===== src/rtl/chip8_pkg.sv =====
// Shared CHIP-8 core definitions: fetch defaults, instruction size and the
// fetch FSM state encoding.
package chip8_pkg;

  localparam logic [15:0] PC_RESET_DEFAULT = 16'h0200;
  localparam int          MEM_AW_DEFAULT   = 12;
  localparam int          INSTR_BYTES      = 2;

  typedef enum logic [2:0] {
    S_INIT = 3'd0,
    S_HI   = 3'd1,
    S_LO   = 3'd2,
    S_CAP  = 3'd3,
    S_OUT  = 3'd4
  } fetch_state_t;

endpackage


===== src/rtl/cpu_fetch_if.sv =====
// Fetch-stage bus: program memory port, regfile PC port, execute redirect
// and the opcode valid/ready channel to decode.
interface cpu_fetch_if
  import chip8_pkg::*;
#(
  parameter int MEM_AW = MEM_AW_DEFAULT
) ();

  logic              mem_rd_en;
  logic [MEM_AW-1:0] mem_addr;
  logic [7:0]        mem_rd_data;
  logic [15:0]       pc_rd;
  logic              pc_en;
  logic [15:0]       pc_wr;
  logic              redirect;
  logic [15:0]       redirect_pc;
  logic [15:0]       opcode;
  logic [15:0]       opcode_pc;
  logic              opcode_valid;
  logic              opcode_ready;

  modport master (
    output mem_rd_en, mem_addr, pc_en, pc_wr, opcode, opcode_pc, opcode_valid,
    input  mem_rd_data, pc_rd, redirect, redirect_pc, opcode_ready
  );

  modport slave (
    input  mem_rd_en, mem_addr, pc_en, pc_wr, opcode, opcode_pc, opcode_valid,
    output mem_rd_data, pc_rd, redirect, redirect_pc, opcode_ready
  );

endinterface


===== src/rtl/cpu_fetch.sv =====
// CHIP-8 instruction fetch: two byte reads per opcode, big-endian assembly,
// PC ownership through the regfile write port, and redirect handling.
module cpu_fetch
  import chip8_pkg::*;
#(
  parameter logic [15:0] PC_RESET = PC_RESET_DEFAULT,
  parameter int          MEM_AW   = MEM_AW_DEFAULT
) (
  input logic         clk,
  input logic         rst,
  cpu_fetch_if.master bus
);

  localparam logic [MEM_AW-1:0] ADDR_ONE  = MEM_AW'(1);
  localparam logic [MEM_AW-1:0] ADDR_STEP = MEM_AW'(INSTR_BYTES);

  function automatic logic [15:0] zext_addr(input logic [MEM_AW-1:0] a);
    logic [15:0] r;
    r = 16'h0000;
    r[MEM_AW-1:0] = a;
    return r;
  endfunction

  fetch_state_t      state_q, state_d;
  logic [7:0]        hi_q, hi_d;
  logic [15:0]       opcode_q, opcode_d;
  logic [15:0]       opcode_pc_q, opcode_pc_d;
  logic              valid_q, valid_d;

  logic              redir_s;
  logic              fire_s;
  logic [MEM_AW-1:0] pc_addr_s;
  logic              mem_rd_en_s;
  logic [MEM_AW-1:0] mem_addr_s;
  logic              pc_en_s;
  logic [15:0]       pc_wr_s;
  logic              unused_s;

  assign pc_addr_s = bus.pc_rd[MEM_AW-1:0];
  assign redir_s   = bus.redirect && (state_q != S_INIT);
  assign fire_s    = valid_q && bus.opcode_ready;
  // Upper address bits are architecturally ignored.
  assign unused_s  = ^{bus.pc_rd[15:MEM_AW], bus.redirect_pc[15:MEM_AW]};

  // State register.
  always_ff @(posedge clk) begin
    if (rst) begin
      state_q <= S_INIT;
    end else begin
      state_q <= state_d;
    end
  end

  // Next-state logic; a redirect always restarts at S_HI.
  always_comb begin
    state_d = state_q;
    case (state_q)
      S_INIT: state_d = S_HI;
      S_HI:   state_d = redir_s ? S_HI : S_LO;
      S_LO:   state_d = redir_s ? S_HI : S_CAP;
      S_CAP:  state_d = redir_s ? S_HI : S_OUT;
      S_OUT: begin
        if (redir_s || fire_s) begin
          state_d = S_HI;
        end else begin
          state_d = S_OUT;
        end
      end
      default: state_d = S_INIT;
    endcase
  end

  // Memory strobe and regfile PC write; redirect owns the single PC write slot.
  always_comb begin
    mem_rd_en_s = 1'b0;
    mem_addr_s  = pc_addr_s;
    pc_en_s     = 1'b0;
    pc_wr_s     = 16'h0000;
    if (rst) begin
      mem_rd_en_s = 1'b0;
    end else if (redir_s) begin
      pc_en_s = 1'b1;
      pc_wr_s = zext_addr(bus.redirect_pc[MEM_AW-1:0]);
    end else begin
      case (state_q)
        S_INIT: begin
          pc_en_s = 1'b1;
          pc_wr_s = PC_RESET;
        end
        S_HI: begin
          mem_rd_en_s = 1'b1;
        end
        S_LO: begin
          mem_rd_en_s = 1'b1;
          mem_addr_s  = pc_addr_s + ADDR_ONE;
        end
        S_CAP: begin
          pc_en_s = 1'b1;
          pc_wr_s = zext_addr(pc_addr_s + ADDR_STEP);
        end
        S_OUT: begin
          mem_rd_en_s = 1'b0;
        end
        default: begin
          mem_rd_en_s = 1'b0;
        end
      endcase
    end
  end

  // Opcode assembly and presentation registers.
  always_ff @(posedge clk) begin
    if (rst) begin
      hi_q        <= 8'h00;
      opcode_q    <= 16'h0000;
      opcode_pc_q <= 16'h0000;
      valid_q     <= 1'b0;
    end else begin
      hi_q        <= hi_d;
      opcode_q    <= opcode_d;
      opcode_pc_q <= opcode_pc_d;
      valid_q     <= valid_d;
    end
  end

  // Datapath next-state; a redirect drops any partial or presented opcode.
  always_comb begin
    hi_d        = hi_q;
    opcode_d    = opcode_q;
    opcode_pc_d = opcode_pc_q;
    valid_d     = valid_q;
    if (redir_s) begin
      valid_d = 1'b0;
    end else begin
      case (state_q)
        S_HI: begin
          opcode_pc_d = zext_addr(pc_addr_s);
        end
        S_LO: begin
          hi_d = bus.mem_rd_data;
        end
        S_CAP: begin
          opcode_d = {hi_q, bus.mem_rd_data};
          valid_d  = 1'b1;
        end
        S_OUT: begin
          if (fire_s) begin
            valid_d = 1'b0;
          end else begin
            valid_d = valid_q;
          end
        end
        default: begin
          valid_d = valid_q;
        end
      endcase
    end
  end

  assign bus.mem_rd_en    = mem_rd_en_s;
  assign bus.mem_addr     = mem_addr_s;
  assign bus.pc_en        = pc_en_s;
  assign bus.pc_wr        = pc_wr_s;
  assign bus.opcode       = opcode_q;
  assign bus.opcode_pc    = opcode_pc_q;
  assign bus.opcode_valid = valid_q;

endmodule


===== src/flat_wrapper.sv =====
// flat-port wrapper written by rule: the top's interface ports become plain ports
module cpu_fetch_flat import chip8_pkg::*;
#(
  parameter logic [15:0] PC_RESET = PC_RESET_DEFAULT,
  parameter int          MEM_AW   = MEM_AW_DEFAULT
)
  (clk, rst, bus_mem_rd_en, bus_mem_addr, bus_pc_en, bus_pc_wr, bus_opcode, bus_opcode_pc, bus_opcode_valid, bus_mem_rd_data, bus_pc_rd, bus_redirect, bus_redirect_pc, bus_opcode_ready);
  cpu_fetch_if #(.MEM_AW(MEM_AW)) bus_i ();
  input logic clk;
  input logic rst;
  output wire logic [$bits(bus_i.mem_rd_en)-1:0] bus_mem_rd_en;
  output wire logic [$bits(bus_i.mem_addr)-1:0] bus_mem_addr;
  output wire logic [$bits(bus_i.pc_en)-1:0] bus_pc_en;
  output wire logic [$bits(bus_i.pc_wr)-1:0] bus_pc_wr;
  output wire logic [$bits(bus_i.opcode)-1:0] bus_opcode;
  output wire logic [$bits(bus_i.opcode_pc)-1:0] bus_opcode_pc;
  output wire logic [$bits(bus_i.opcode_valid)-1:0] bus_opcode_valid;
  input wire logic [$bits(bus_i.mem_rd_data)-1:0] bus_mem_rd_data;
  input wire logic [$bits(bus_i.pc_rd)-1:0] bus_pc_rd;
  input wire logic [$bits(bus_i.redirect)-1:0] bus_redirect;
  input wire logic [$bits(bus_i.redirect_pc)-1:0] bus_redirect_pc;
  input wire logic [$bits(bus_i.opcode_ready)-1:0] bus_opcode_ready;
  assign bus_mem_rd_en = bus_i.mem_rd_en;
  assign bus_mem_addr = bus_i.mem_addr;
  assign bus_pc_en = bus_i.pc_en;
  assign bus_pc_wr = bus_i.pc_wr;
  assign bus_opcode = bus_i.opcode;
  assign bus_opcode_pc = bus_i.opcode_pc;
  assign bus_opcode_valid = bus_i.opcode_valid;
  assign bus_i.mem_rd_data = bus_mem_rd_data;
  assign bus_i.pc_rd = bus_pc_rd;
  assign bus_i.redirect = bus_redirect;
  assign bus_i.redirect_pc = bus_redirect_pc;
  assign bus_i.opcode_ready = bus_opcode_ready;
  cpu_fetch #(.PC_RESET(PC_RESET), .MEM_AW(MEM_AW)) u_core (.clk(clk), .rst(rst), .bus(bus_i));
endmodule

===== config.mk =====
export PLATFORM = sky130hd
export DESIGN_NAME = cpu_fetch_flat
export DESIGN_NICKNAME = d
export VERILOG_FILES = /design/src/rtl/chip8_pkg.sv /design/src/rtl/cpu_fetch_if.sv /design/src/rtl/cpu_fetch.sv /design/src/flat_wrapper.sv
export SDC_FILE = /design/constraint.sdc
export NUM_CORES = 1
export LEC_CHECK = 0
export ABC_CLOCK_PERIOD_IN_PS = 2510
export CAP_MARGIN = 20
export CORE_MARGIN = 1.5
export CORE_UTILIZATION = 50
export CTS_BUF_LIST = sky130_fd_sc_hd__clkbuf_16
export DETAILED_ROUTE_END_ITERATION = 12
export DONT_BUFFER_PORTS = 1
export GPL_TIMING_DRIVEN = 0
export SKIP_LAST_GASP = 1
export SYNTH_ARGS = -nofsm -noshare
export SYNTH_HDL_FRONTEND = slang
export SYNTH_SLANG_ARGS = --single-unit
export TNS_END_PERCENT = 10

===== constraint.sdc =====
create_clock -name clk -period 2.51 [get_ports clk]
set_input_delay 0.251 -clock clk [delete_from_list [all_inputs] [get_ports clk]]
set_output_delay 0.251 -clock clk [all_outputs]
set_load 0.05 [all_outputs]

* After elaboration in Yosys (flattened, before gate mapping) *
Cells that the tools add are included.
Widths: inputs -> output; s select.

cells by class
  add/sub/neg operators = 2
  multipliers = 0
  div/mod/pow operators = 0
  magnitude comparators = 0
  equality and inequality tests = 5
  shifts and indexed selects = 0
  multiplexer cells = 19
  bitwise gates (word level) = 1
  reductions and logical operators = 13

operators by type and width
  cell                   count
  $mux 12                3
  $mux 16                2
  $pmux 12 s2            1
  $pmux 3 s5             1
  $add 12x1->12 const B  1
  $add 12x2->12 const B  1
  $reduce_and 2->1       4
  $mux 1                 7
  $eq 3x2->1 const B     2
  $mux 3                 2
  $reduce_or 2->1        3
  $mux 2                 2
  $eq 3x1->1 const B     1
  $eq 3x3->1 const B     1
  $logic_not 3->1        1
  $reduce_bool 3->1      1
  $logic_and 1x1->1      2
  $ne 2x1->1 const B     1
  $pmux 1 s2             1
  $reduce_bool 2->1      1
  $logic_or 1x1->1       1
  $not 1->1              1

storage, ports and cells
  flip-flop bits (word level) = 40
  latch bits = 0
  memory bits (writable) = 0
  memory bits (read-only) = 0
  input bits = 44
  output and inout bits = 63
  word-level logic and storage cells = 45
  memories = 0

* Logic depth before layout (Yosys ltp) *
Gate-level depths: netlist of the first run.

  word-level depth = 5
  mapped depth = 7
  gate-level depth less buffers = 5

* Worst setup path before layout of the first run *
OpenSTA, ideal clock, no wires.

  path type = reg-to-output
  from = reg u_core.state_q[0]
  to = out bus_mem_addr[8]
  arrival = 2156 ps
  data required time = 2259 ps
  path slack = 103 ps
  cell stages (with the launch flop) = 6
  buffers on the path = 1
  cells stage by stage = dfxtp_1 > buf_2 > or4b_4 > nor3_2 > nand4_1 > xnor2_1

on the way
  cells in the longest elaborated chain, start to end = 4
  elaborated cells on any way between the ends = 6
  classes of those cells = eq/ne: 1; mux: 3; reduce/logical: 2

RTL lines
  what                                                    line                              source
  start, declared                                         cpu_fetch.sv:24                   fetch_state_t state_q, state_d;
  start signal, assigned                                  cpu_fetch.sv:50                   state_q <= state_d;
  $eq 3x2->1 / $reduce_bool 3->1 (equally long branches)  cpu_fetch.sv:85, cpu_fetch.sv:40
  $mux 12 / $logic_and 1x1->1 (equally long branches)     cpu_fetch.sv:85, cpu_fetch.sv:40
  $mux 12 (*)                                             cpu_fetch.sv:81                   end else if (redir_s) begin
  $mux 12 (*)                                             cpu_fetch.sv:79                   if (rst) begin
  end, declared                                           flat_wrapper.sv:12                output wire logic [$bits(bus_i.mem_addr)-1:0] bus_mem_addr;

Mark *: on every way between the ends. The rest lies on a longest branch, timed or not.

* Worst setup path in the final report of the first run *
  from = reg u_core.state_q[2]
  to = out bus_pc_wr[1]

on the way
  cells in the longest elaborated chain, start to end = 4
  elaborated cells on any way between the ends = 7
  classes of those cells = eq/ne: 1; mux: 3; reduce/logical: 3

RTL lines
  what                                                     line                              source
  $eq 3x2->1, or another cell as far along                 cpu_fetch.sv:85                   case (state_q)
  $pmux 12 s2 / $logic_and 1x1->1 (equally long branches)  cpu_fetch.sv:85, cpu_fetch.sv:40
  $mux 16 (*)                                              cpu_fetch.sv:81
  $mux 16 (*)                                              cpu_fetch.sv:79
  end, declared                                            flat_wrapper.sv:14                output wire logic [$bits(bus_i.pc_wr)-1:0] bus_pc_wr;

Marks and branches as above.

==> metrics.md, run 1 <==
| Metric | Value |
|---|---|
| Status | `complete, but fails checks` |
| Violated checks | `negative setup slack` |
| Worst-path clk slew | `60 ps` |
| DIE AREA | `0.00460 mm2` |
| # rows | `23` |
| CP max stage delay | `720 ps` |
| Tot Pwr | `1.70 mW` |
| Slowest CP cell | `nor2_1` |
| Yosys top cell area share | `a little under two fifths` |
| Largest net degree at the start of global routing | `15` |
| Worst hold stages | `2` |
| Cts hold-fix bufs | `0` |
| Fmax | `0.388 GHz` |
| DR WL/cell | `15.4 um` |
| Max Cap Violations | `0` |
| Worst path top cell family by delay | `simple AND/OR/NAND/NOR gates` |
| VDD IR-drop max | `approximately 0.32 mV` |
| Core area | `a little over 0.004 mm2` |
| Final Hold Violating Endpoints | `0` |
| Via count of the routed design | `~1.9k` |
| FF-to-FF path depth | `7` |
| Crit path buffers/inverters | `2` |
| Grt total ovfl | `0` |
| Worst-Margin Slew | `1190 ps` |
| Number of antenna violations at the first check in global routing | `0` |
| Worst EP required | `2260 ps` |
| Die Span Y | `67.8 um` |
| Critical R2R Launch | `u_core.state_q[2]` |
| CP arrival | `2320 ps` |
| Post-synth top area cell | `dfxtp_1` |
| Number of I/O pins | `roughly 110` |
| Num CTS Buffers | `5` |
| Max FO, Critical Path | `10` |
| CTS tree | `built` |
| Slew margin rel. | `approximately a fifth` |
| Mean post-synth cell area | `between 7 and 8 um2` |
| Worst setup SP type | `flop` |
| H-tree levels | `2` |
| Leakage Power | `approximately 0.85 nW` |
| Routed Antenna Nets | `0` |
| IO buf count | `0` |
| # placed instances | `346` |
| DR vias/cell | `~5.5` |
| Ant. Diodes | `0` |
| R2R Setup Slk | `740 ps` |
| Met3 Use GR | `8.55%` |
| Largest cells by area after synthesis | `dfxtp_1, nand2_1, a21oi_1` |
| Clock Sinks | `40` |
| Cells after synthesis | `289` |
| Chip Width | `67.8 um` |
| DR DRC count | `0` |
| Worst min-delay path class | `input pin to flop` |
| Share of the yosys chip area belonging to registers | `38.1%` |
| First-pass detailed-route iteration total | `4` |
| Final setup margin | `-65.0 ps` |
| Worst Hold End | `u_core.bus.opcode[0]` |
| CP Capture Type | `output port` |
| Initial Util | `a little over half` |
| Most used DFF post-synth | `dfxtp_1` |
| Worst Setup SP | `u_core.state_q[2]` |
| Total track usage | `23.8%` |
| CTS Buffer Depth | `2` |
| Area of the mapped netlist | `0.00210 mm2` |
| Hold Crit Start | `bus_mem_rd_data[0]` |
| Share of cells above drive strength 1 | `14.1%` |
| Worst Path Class, Setup | `flop to output port` |
| First-pass GRT wire length | `8050 um` |
| Fin Clk Skew | `4.97 ps` |
| GR Layer Usage met2 | `38.7%` |
| Post-synth EDFFs | `0` |
| Vias in the first global route | `approximately 1.7k` |
| RD Place Congestion | `about 0.83` |
| Minimum clock period | `between 2000 and 3000 ps` |
| Final net count | `between 300 and 400` |
| Critical path, cell by cell | `buf_2 -> nand2b_1 -> or2_2 -> clkbuf_1 -> a2bb2oi_1 -> nor2_1` |
| WL final | `5480 um` |
| GR Util met1 | `just under 30%` |
| Slew Limit Fails | `0` |
| Hpwl dp | `a little under 4000 um` |
| Netlist cell types | `32` |
| Iteration-0 DRC Markers | `62` |
| Root Driver | `clkbuf_16` |
| Area grow syn2layout | `17.7%` |
| FILL cells | `around 400` |
| Asr flop ratio synth | `0%` |
| Final setup vio count | `5` |
| R2r endpoint | `u_core.bus.opcode_pc[8]` |
| Power Dens Cells | `688 mW/mm2` |
| Worst skew pair latency | `280 ps` |
| Non-Filler Instances | `approximately 360` |
| GRT busiest layer | `met2` |
| Synth Warn # | `0` |
| #FFs+latches synth | `40` |
| Period utilisation layout | `103%` |
| RSZ-0062 raised after global routing | `yes` |
registers in the layout, indices dropped and copies added, names as in the netlist:
name and cells:
u_core.bus.opcode 16, u_core.bus.opcode_pc 12, u_core.bus.opcode_valid 1, u_core.hi_q 8, u_core.state_q 3
power breakdown:
| part | total (mW) | leakage (nW) | internal (mW) | switching (mW) |
|---|---|---|---|---|
| registers | 0.696 | 0.324 | 0.650 | 0.0461 |
| logic | 0.258 | 0.443 | 0.0629 | 0.196 |
| clock network | 0.748 | 0.0804 | 0.473 | 0.275 |
placed cells by master, fill, tap and decap left out, types with 2 or more instances in the layout:
cell       instances
nor2_2             4
dfxtp_1           40
a22oi_1            6
ha_1               2
buf_2              5
or2_2              2
conb_1             8
inv_1              2
nor2_1            16
nor3_2             3
nand3_1            5
nand2_1           81
xnor2_1           13
buf_4             10
o2bb2ai_1          5
nand4_1            4
a21oi_1           40
clkbuf_16          5
nand2b_1           2
clkbuf_1          20
xor2_2             2
nor3_1             7
xnor2_2            2
nor2b_1            3
logic make-up after synthesis:
| group | share of synthesized area, % |
|---|---|
| fa+ha+maj | 1.19 |
| xor+xnor | 8.34 |
| simple gates | 28.2 |
| compound gates | 15.4 |
| other cells | 0.179 |
| buf+inv | 7.98 |
| flops | 38.1 |
| mux | 0.536 |
per-stage QoR:
step	utilization, %	setup WS, ps	setup TNS (ps)	hold WS, ps	area, um2
floorplan	-	103	0	387	2130
global placement	54.3	-55.9	-71.0	390	2190
detailed placement	54.3	-38.3	-51.6	396	2190
CTS	59.3	-210	-1170	96.3	2390
global route	61.4	-168	-2000	95.7	2470
finish	61.4	-65.0	-126	96.9	2470
layout make-up:
class	instances	area [um2]	area share, %
well taps	50	62.6	2.53
clock buffers	5	125	5.06
plain buffers	33	160	6.47
flip-flops and latches	40	801	32.4
clock inverters	3	46.3	1.87
multi-input cells	221	1260	50.8
inverters	2	7.51	0.303
repair buffers	2	15.0	0.607
layer usage:
layer,wire [um],vias up
li1,-,969
met5,0,-
met2,2580,77
met1,2310,887
met4,87,0
met3,505,8
repair_timing:
item                                    CTS  global route
setup buffers                             0             2
pin swaps                                 0             3
resized for setup                         4            12
endpoints found under the setup margin   13            20
Yosys cell counts, drive strengths merged, types with 2 or more instances:
cell type / number
a21oi: 41
a22oi: 6
buf: 13
clkbuf: 20
dfxtp: 40
ha: 2
inv: 2
nand2: 81
nand2b: 2
nand3: 5
nand4: 4
nor2: 20
nor2b: 3
nor3: 11
o2bb2ai: 5
or2: 2
xnor2: 16
xor2: 4
worst reg2reg max path, cell delays in order, from the launching register on:
cell and delay (ps):
dfxtp_1 300, buf_2 200, nand2b_1 190, or3_1 120
clkbuf_1 200, clkbuf_1 420, nand2_1 100, a21oi_1 160
worst max-delay path by stage:
stage / cells past startpoint / slack [ps] / end
finish: 6 / -60 / bus_pc_wr[1]
global route: 6 / -170 / bus_pc_wr[1]
CTS: 5 / -210 / bus_mem_addr[11]
detailed placement: 5 / -40 / bus_mem_addr[8]
global placement: 5 / -60 / bus_mem_addr[8]
floorplan: 5 / 100 / bus_mem_addr[8]
Note: power is estimated with default switching activity, not from simulation.
==> run 2: changes to the inputs <==
- CTS_BUF_LIST: sky130_fd_sc_hd__clkbuf_16 -> not set
==> metrics.md, run 2 (synthesis gave the netlist of run 1 again) <==
| Metric | Value |
|---|---|
| Max FO, Critical Path | `10 (unchanged)` |
| Initial Util | `52.1% (unchanged)` |
| Root Driver | `clkbuf_8 (was clkbuf_16)` |
| Final net count | `349 (was 351)` |
| Switching share of power | `32.9% (was 30.4%)` |
| Largest net degree at the start of global routing | `15 (unchanged)` |
| Num CTS Buffers | `5 (unchanged)` |
| Final Hold Violating Endpoints | `0 (unchanged)` |
| Status | `complete, but fails checks (unchanged)` |
| Chip Width | `67.8 um (unchanged)` |
| Sequential cell area | `801 um2 (unchanged)` |
| Tot Pwr | `1.51 mW (was 1.70 mW)` |
| Combinational power share | `17.1% (was 15.2%)` |
| Ant. Diodes | `0 (unchanged)` |
| Slew Limit Fails | `0 (unchanged)` |
| Worst-path clk slew | `90 ps (was 60 ps)` |
| FILL cells | `408 (was 397)` |
| Worst path top cell family by delay | `simple AND/OR/NAND/NOR gates (unchanged)` |
| CP Capture Type | `output port (unchanged)` |
| DR vias/cell | `5.46 (was 5.45)` |
| Power Dens Cells | `632 mW/mm2 (was 688 mW/mm2)` |
| Share of cells above drive strength 1 | `13.5% (was 14.1%)` |
| # rows | `23 (unchanged)` |
| First-pass detailed-route iteration total | `6 (was 4)` |
| DIE AREA | `0.00460 mm2 (unchanged)` |
| IO buf count | `0 (unchanged)` |
| R2R Setup Slk | `710 ps (was 740 ps)` |
| Most frequent cells in the layout | `nand2_1, a21oi_1, dfxtp_1 (unchanged)` |
| DR WL/cell | `15.4 um (about the same)` |
| First-pass GRT wire length | `8150 um (was 8050 um)` |
| Leakage Power | `0.803 nW (was 0.848 nW)` |
| CTS tree | `built (unchanged)` |
| Max Cap Violations | `0 (unchanged)` |
| Crit path buffers/inverters | `2 (unchanged)` |
| Area grow syn2layout | `13.6% (was 17.7%)` |
| Final setup margin | `-105 ps (was -65.0 ps)` |
| Clock network fraction of total power | `36.8% (was 43.9%)` |
| H-tree levels | `2 (unchanged)` |
| Core area | `0.00403 mm2 (unchanged)` |
| Die Span Y | `67.8 um (unchanged)` |
| Worst skew pair latency | `300 ps (was 280 ps)` |
| Commonest non-fill, non-tap cell in the layout | `nand2_1 (unchanged)` |
| Hold slack | `74.6 ps (was 96.9 ps)` |
| Total track usage | `24.0% (was 23.8%)` |
| Slowest CP cell | `nor2_1 (unchanged)` |
| Period utilisation layout | `104% (was 103%)` |
| Slew margin rel. | `21.9% (was 19.8%)` |
| VDD IR-drop max | `0.343 mV (was 0.320 mV)` |
| Switching power | `0.496 mW (was 0.517 mW)` |
| RD Place Congestion | `0.829 (unchanged)` |
| Critical path, cell by cell | `buf_2 -> nand2b_1 -> or2_2 -> clkbuf_1 -> a2bb2oi_1 -> nor2_1 (unchanged)` |
| Hpwl dp | `3940 um (unchanged)` |
| Worst setup SP type | `flop (unchanged)` |
| Vias in the first global route | `1693 (was 1695)` |
| Fin Clk Skew | `7.44 ps (was 4.97 ps)` |
| Iteration-0 DRC Markers | `68 (was 62)` |
| DR DRC count | `0 (unchanged)` |
| Via count of the routed design | `1933 (was 1941)` |
| CP max stage delay | `730 ps (was 720 ps)` |
| Clock Sinks | `40 (unchanged)` |
| Final setup vio count | `7 (was 5)` |
| WL final | `5460 um (was 5480 um)` |
| Worst min-delay path class | `input pin to flop (unchanged)` |
| Grt total ovfl | `0 (unchanged)` |
| Number of antenna violations at the first check in global routing | `0 (unchanged)` |
| Fmax | `0.382 GHz (was 0.388 GHz)` |
| Area taken by multi-input logic gates | `0.00124 mm2 (was 0.00126 mm2)` |
| RSZ-0062 raised after global routing | `yes (unchanged)` |
| Non-Filler Instances | `354 (was 356)` |
| Violated checks | `negative setup slack (unchanged)` |
| Worst Path Class, Setup | `flop to output port (unchanged)` |
| Number of I/O pins | `107 (unchanged)` |
| Reg power frac | `46.1% (was 40.9%)` |
| # placed instances | `346 (unchanged)` |
| Minimum clock period | `2610 ps (was 2570 ps)` |
| CTS Buffer Depth | `2 (unchanged)` |
| CP arrival | `2360 ps (was 2320 ps)` |
| Worst-Margin Slew | `1160 ps (was 1190 ps)` |
| Worst EP required | `2260 ps (about the same)` |
| Post-CTS Repair Setup Buffers | `0 (unchanged)` |
| Max reg flops | `16 (unchanged)` |
| Routed Antenna Nets | `0 (unchanged)` |
| Pre-CTS WS | `-38.3 ps (unchanged)` |
| Int Power | `1.01 mW (was 1.19 mW)` |
-- run 2: cell types whose count changed in the layout (fill, tap and decap cells not counted), sizes merged --
cell  before  now
buf       15   13
-- run 2: final cells by class --
| type | instances | area share, % |
|---|---|---|
| clock buffers | 5 | 2.88 |
| multi-input cells | 221 | 51.9 |
| inverters | 2 | 0.315 |
| well taps | 50 | 2.62 |
| plain buffers | 33 | 6.76 |
| flip-flops and latches | 40 | 33.6 |
| clock inverters | 3 | 1.94 |
-- run 2: per-layer routing --
layer	wire length, um	vias up	GRT usage, %
li1	-	969	-
met1	2270	877	29.1
met2	2570	79	40.0
met3	541	8	8.39
met4	74	0	7.50
met5	0	-	0
-- run 2: worst paths after layout --
check | start | endpoint | cells past startpoint
max | u_core.state_q[2] | bus_pc_wr[1] | 6
min | bus_mem_rd_data[0] | u_core.bus.opcode[0] | 2
max reg2reg | u_core.state_q[2] | u_core.bus.opcode_pc[8] | 7
min reg2reg | u_core.hi_q[4] | u_core.hi_q[4] | 2
-- run 2: worst register-to-register path, stage by stage (launching register included) --
cell and delay (ps):
dfxtp_1 310, buf_2 200, nand2b_1 190, or3_1 120, clkbuf_1 200, clkbuf_1 440, nand2_1 110, a21oi_1 160
-- run 2: what timing repair did --
item	CTS	global route
hold buffers	0	0
gates cloned	0	0
setup endpoints to repair	13	22
resized for setup	6	10
endpoints found under the hold margin	0	0
pin swaps	0	1
-- run 2: metrics by stage --
step	area [um2]	utilization (%)	setup TNS (ps)
2_1_floorplan	2130	-	0
3_3_place_gp	2190	54.3	-71.0
3_5_place_dp	2190	54.3	-51.6
4_1_cts	2350	58.2	-1140
5_1_grt	2390	59.2	-2490
6_report	2390	59.2	-407
-- run 2: power by group through the flow --
stage	clock network [mW]	registers, mW	logic [mW]
3_5_place_dp	0	0.710	0.249
6_report	0.555	0.695	0.257
5_1_grt	0.579	0.697	0.276
2_1_floorplan	0	0.708	0.219
4_1_cts	0.560	0.695	0.253
3_3_place_gp	0	0.710	0.247
==> run 3: changes to the inputs <==
- SETUP_SLACK_MARGIN: not set -> 0.1
==> metrics.md, run 3 (synthesis gave the netlist of run 1 again) <==
| Metric | Value |
|---|---|
| Status | `finished clean (was complete, but fails checks)` |
| Vias in the first global route | `1685 (was 1693)` |
| Share of cells above drive strength 1 | `19.6% (was 13.5%)` |
| Worst-path clk slew | `90 ps (about the same)` |
| Fmax | `0.409 GHz (was 0.382 GHz)` |
| Most frequent cells in the layout | `nand2_1, a21oi_1, dfxtp_1 (unchanged)` |
| Largest net degree at the start of global routing | `15 (unchanged)` |
| WL final | `5650 um (was 5460 um)` |
| Total track usage | `24.1% (was 24.0%)` |
| First-pass GRT wire length | `8160 um (was 8150 um)` |
| CTS Buffer Depth | `2 (unchanged)` |
| Switching power | `0.500 mW (was 0.496 mW)` |
| Clock Sinks | `40 (unchanged)` |
| DR vias/cell | `5.49 (was 5.46)` |
| Met3 Use GR | `8.39% (unchanged)` |
| DR WL/cell | `15.6 um (was 15.4 um)` |
| Reg power frac | `45.7% (was 46.1%)` |
| Grt total ovfl | `0 (unchanged)` |
| Worst min-delay path class | `input pin to flop (unchanged)` |
| FF-to-FF path depth | `7 (unchanged)` |
| First-pass detailed-route iteration total | `5 (was 6)` |
| Max Cap Violations | `0 (unchanged)` |
| Worst hold stages | `2 (unchanged)` |
| Worst EP required | `2260 ps (about the same)` |
| CP arrival | `2190 ps (was 2360 ps)` |
| Period utilisation layout | `97.4% (was 104%)` |
| Leakage Power | `0.898 nW (was 0.803 nW)` |
| Commonest non-fill, non-tap cell in the layout | `nand2_1 (unchanged)` |
| Hpwl dp | `3940 um (unchanged)` |
| Max FO, Critical Path | `6 (was 10)` |
| Initial Util | `52.1% (unchanged)` |
| Area grow syn2layout | `22.8% (was 13.6%)` |
| Minimum clock period | `2440 ps (was 2610 ps)` |
| VDD IR-drop max | `0.342 mV (was 0.343 mV)` |
| DR DRC count | `0 (unchanged)` |
| Slew Limit Fails | `0 (unchanged)` |
| Fin Clk Skew | `5.23 ps (was 7.44 ps)` |
| Worst Path Class, Setup | `flop to output port (unchanged)` |
| RD Place Congestion | `0.829 (unchanged)` |
| Power Dens Cells | `591 mW/mm2 (was 632 mW/mm2)` |
| Routed Antenna Nets | `0 (unchanged)` |
| Final Hold Violating Endpoints | `0 (unchanged)` |
| Via count of the routed design | `1982 (was 1933)` |
| Core area | `0.00403 mm2 (unchanged)` |
| Num CTS Buffers | `5 (unchanged)` |
| IO buf count | `0 (unchanged)` |
| Die Span Y | `67.8 um (unchanged)` |
| Number of antenna violations at the first check in global routing | `0 (unchanged)` |
| Root Driver | `clkbuf_8 (unchanged)` |
| GR Layer Usage met2 | `40.2% (was 40.0%)` |
| Max reg flops | `16 (unchanged)` |
| RSZ-0062 raised after global routing | `yes (unchanged)` |
| Final setup vio count | `0 (was 7)` |
| Worst setup SP type | `flop (unchanged)` |
| Worst skew pair latency | `300 ps (about the same)` |
| Worst-Margin Slew | `1190 ps (was 1160 ps)` |
| H-tree levels | `2 (unchanged)` |
| GR Util met1 | `29.1% (about the same)` |
| Tot Pwr | `1.52 mW (was 1.51 mW)` |
| Switching share of power | `32.8% (was 32.9%)` |
| Combinational power share | `18.3% (was 17.1%)` |
| Final net count | `356 (was 349)` |
| Number of I/O pins | `107 (unchanged)` |
| # rows | `23 (unchanged)` |
| CTS tree | `built (unchanged)` |
| Int Power | `1.02 mW (was 1.01 mW)` |
| Slew margin rel. | `19.8% (was 21.9%)` |
| GRT busiest layer | `met2 (unchanged)` |
| R2R Setup Slk | `760 ps (was 710 ps)` |
| Non-Filler Instances | `361 (was 354)` |
| CP Capture Type | `output port (unchanged)` |
| DIE AREA | `0.00460 mm2 (unchanged)` |
| # placed instances | `346 (unchanged)` |
| Chip Width | `67.8 um (unchanged)` |
| Clock network fraction of total power | `36.0% (was 36.8%)` |
| Ant. Diodes | `0 (unchanged)` |
| Iteration-0 DRC Markers | `70 (was 68)` |
run 3: cell types whose count changed in the layout (fill, tap and decap cells not counted), sizes merged:
cell | before | now
buf | 13 | 19
clkbuf | 25 | 26
run 3: worst max-delay path, cell delays in order (launching register included):
cell and delay [ps]:
dfxtp_2 320, buf_6 120, or4b_4 550, nor3_4 190, nand4_1 250, xnor2_4 460
run 3: routing by layer:
| layer | wire length, um | share of wire (%) |
|---|---|---|
| met2 | 2760 | 49 |
| met3 | 516 | 9.1 |
| met5 | 0 | 0 |
| met1 | 2300 | 41 |
| met4 | 68 | 1.2 |
run 3: final cells by class:
class | instances | area (um2)
repair buffers | 7 | 50.0
well taps | 50 | 62.6
clock inverters | 3 | 46.3
multi-input cells | 221 | 1360
flip-flops and latches | 40 | 805
inverters | 2 | 7.51
fillers | 386 | 1450
plain buffers | 33 | 179
clock buffers | 5 | 68.8
run 3: metrics by stage:
step	TNS, ps	hold WS (ps)	setup slack [ps]	util [%]	cell area [um2]
after global routing	-126	69.5	-67.9	64.0	2580
after floorplan	0	387	103	-	2130
final	0	79.5	65.1	64.0	2580
after detailed placement	-51.6	396	-38.3	54.3	2190
after CTS	-290	72.2	-95.1	58.7	2370
after global placement	-71.0	390	-55.9	54.3	2190
run 3: worst paths after layout:
| path | from | endpoint |
|---|---|---|
| min reg2reg | u_core.hi_q[4] | u_core.hi_q[4] |
| max | u_core.state_q[2] | bus_mem_addr[8] |
| max reg2reg | u_core.state_q[2] | u_core.bus.opcode_pc[11] |
| min | bus_mem_rd_data[7] | u_core.bus.opcode[7] |
run 3: timing repair:
action,4_1_cts,5_1_grt
hold buffers,0,0
setup endpoints to repair,19,23
pin swaps,0,6
resized for setup,12,33
setup buffers,0,7
run 3: power by group through the flow:
stage	registers, mW	clock network, mW	logic (mW)
floorplan	0.708	0	0.219
global placement	0.710	0	0.247
detailed placement	0.710	0	0.249
CTS	0.695	0.560	0.256
global route	0.698	0.579	0.297
finish	0.696	0.548	0.279
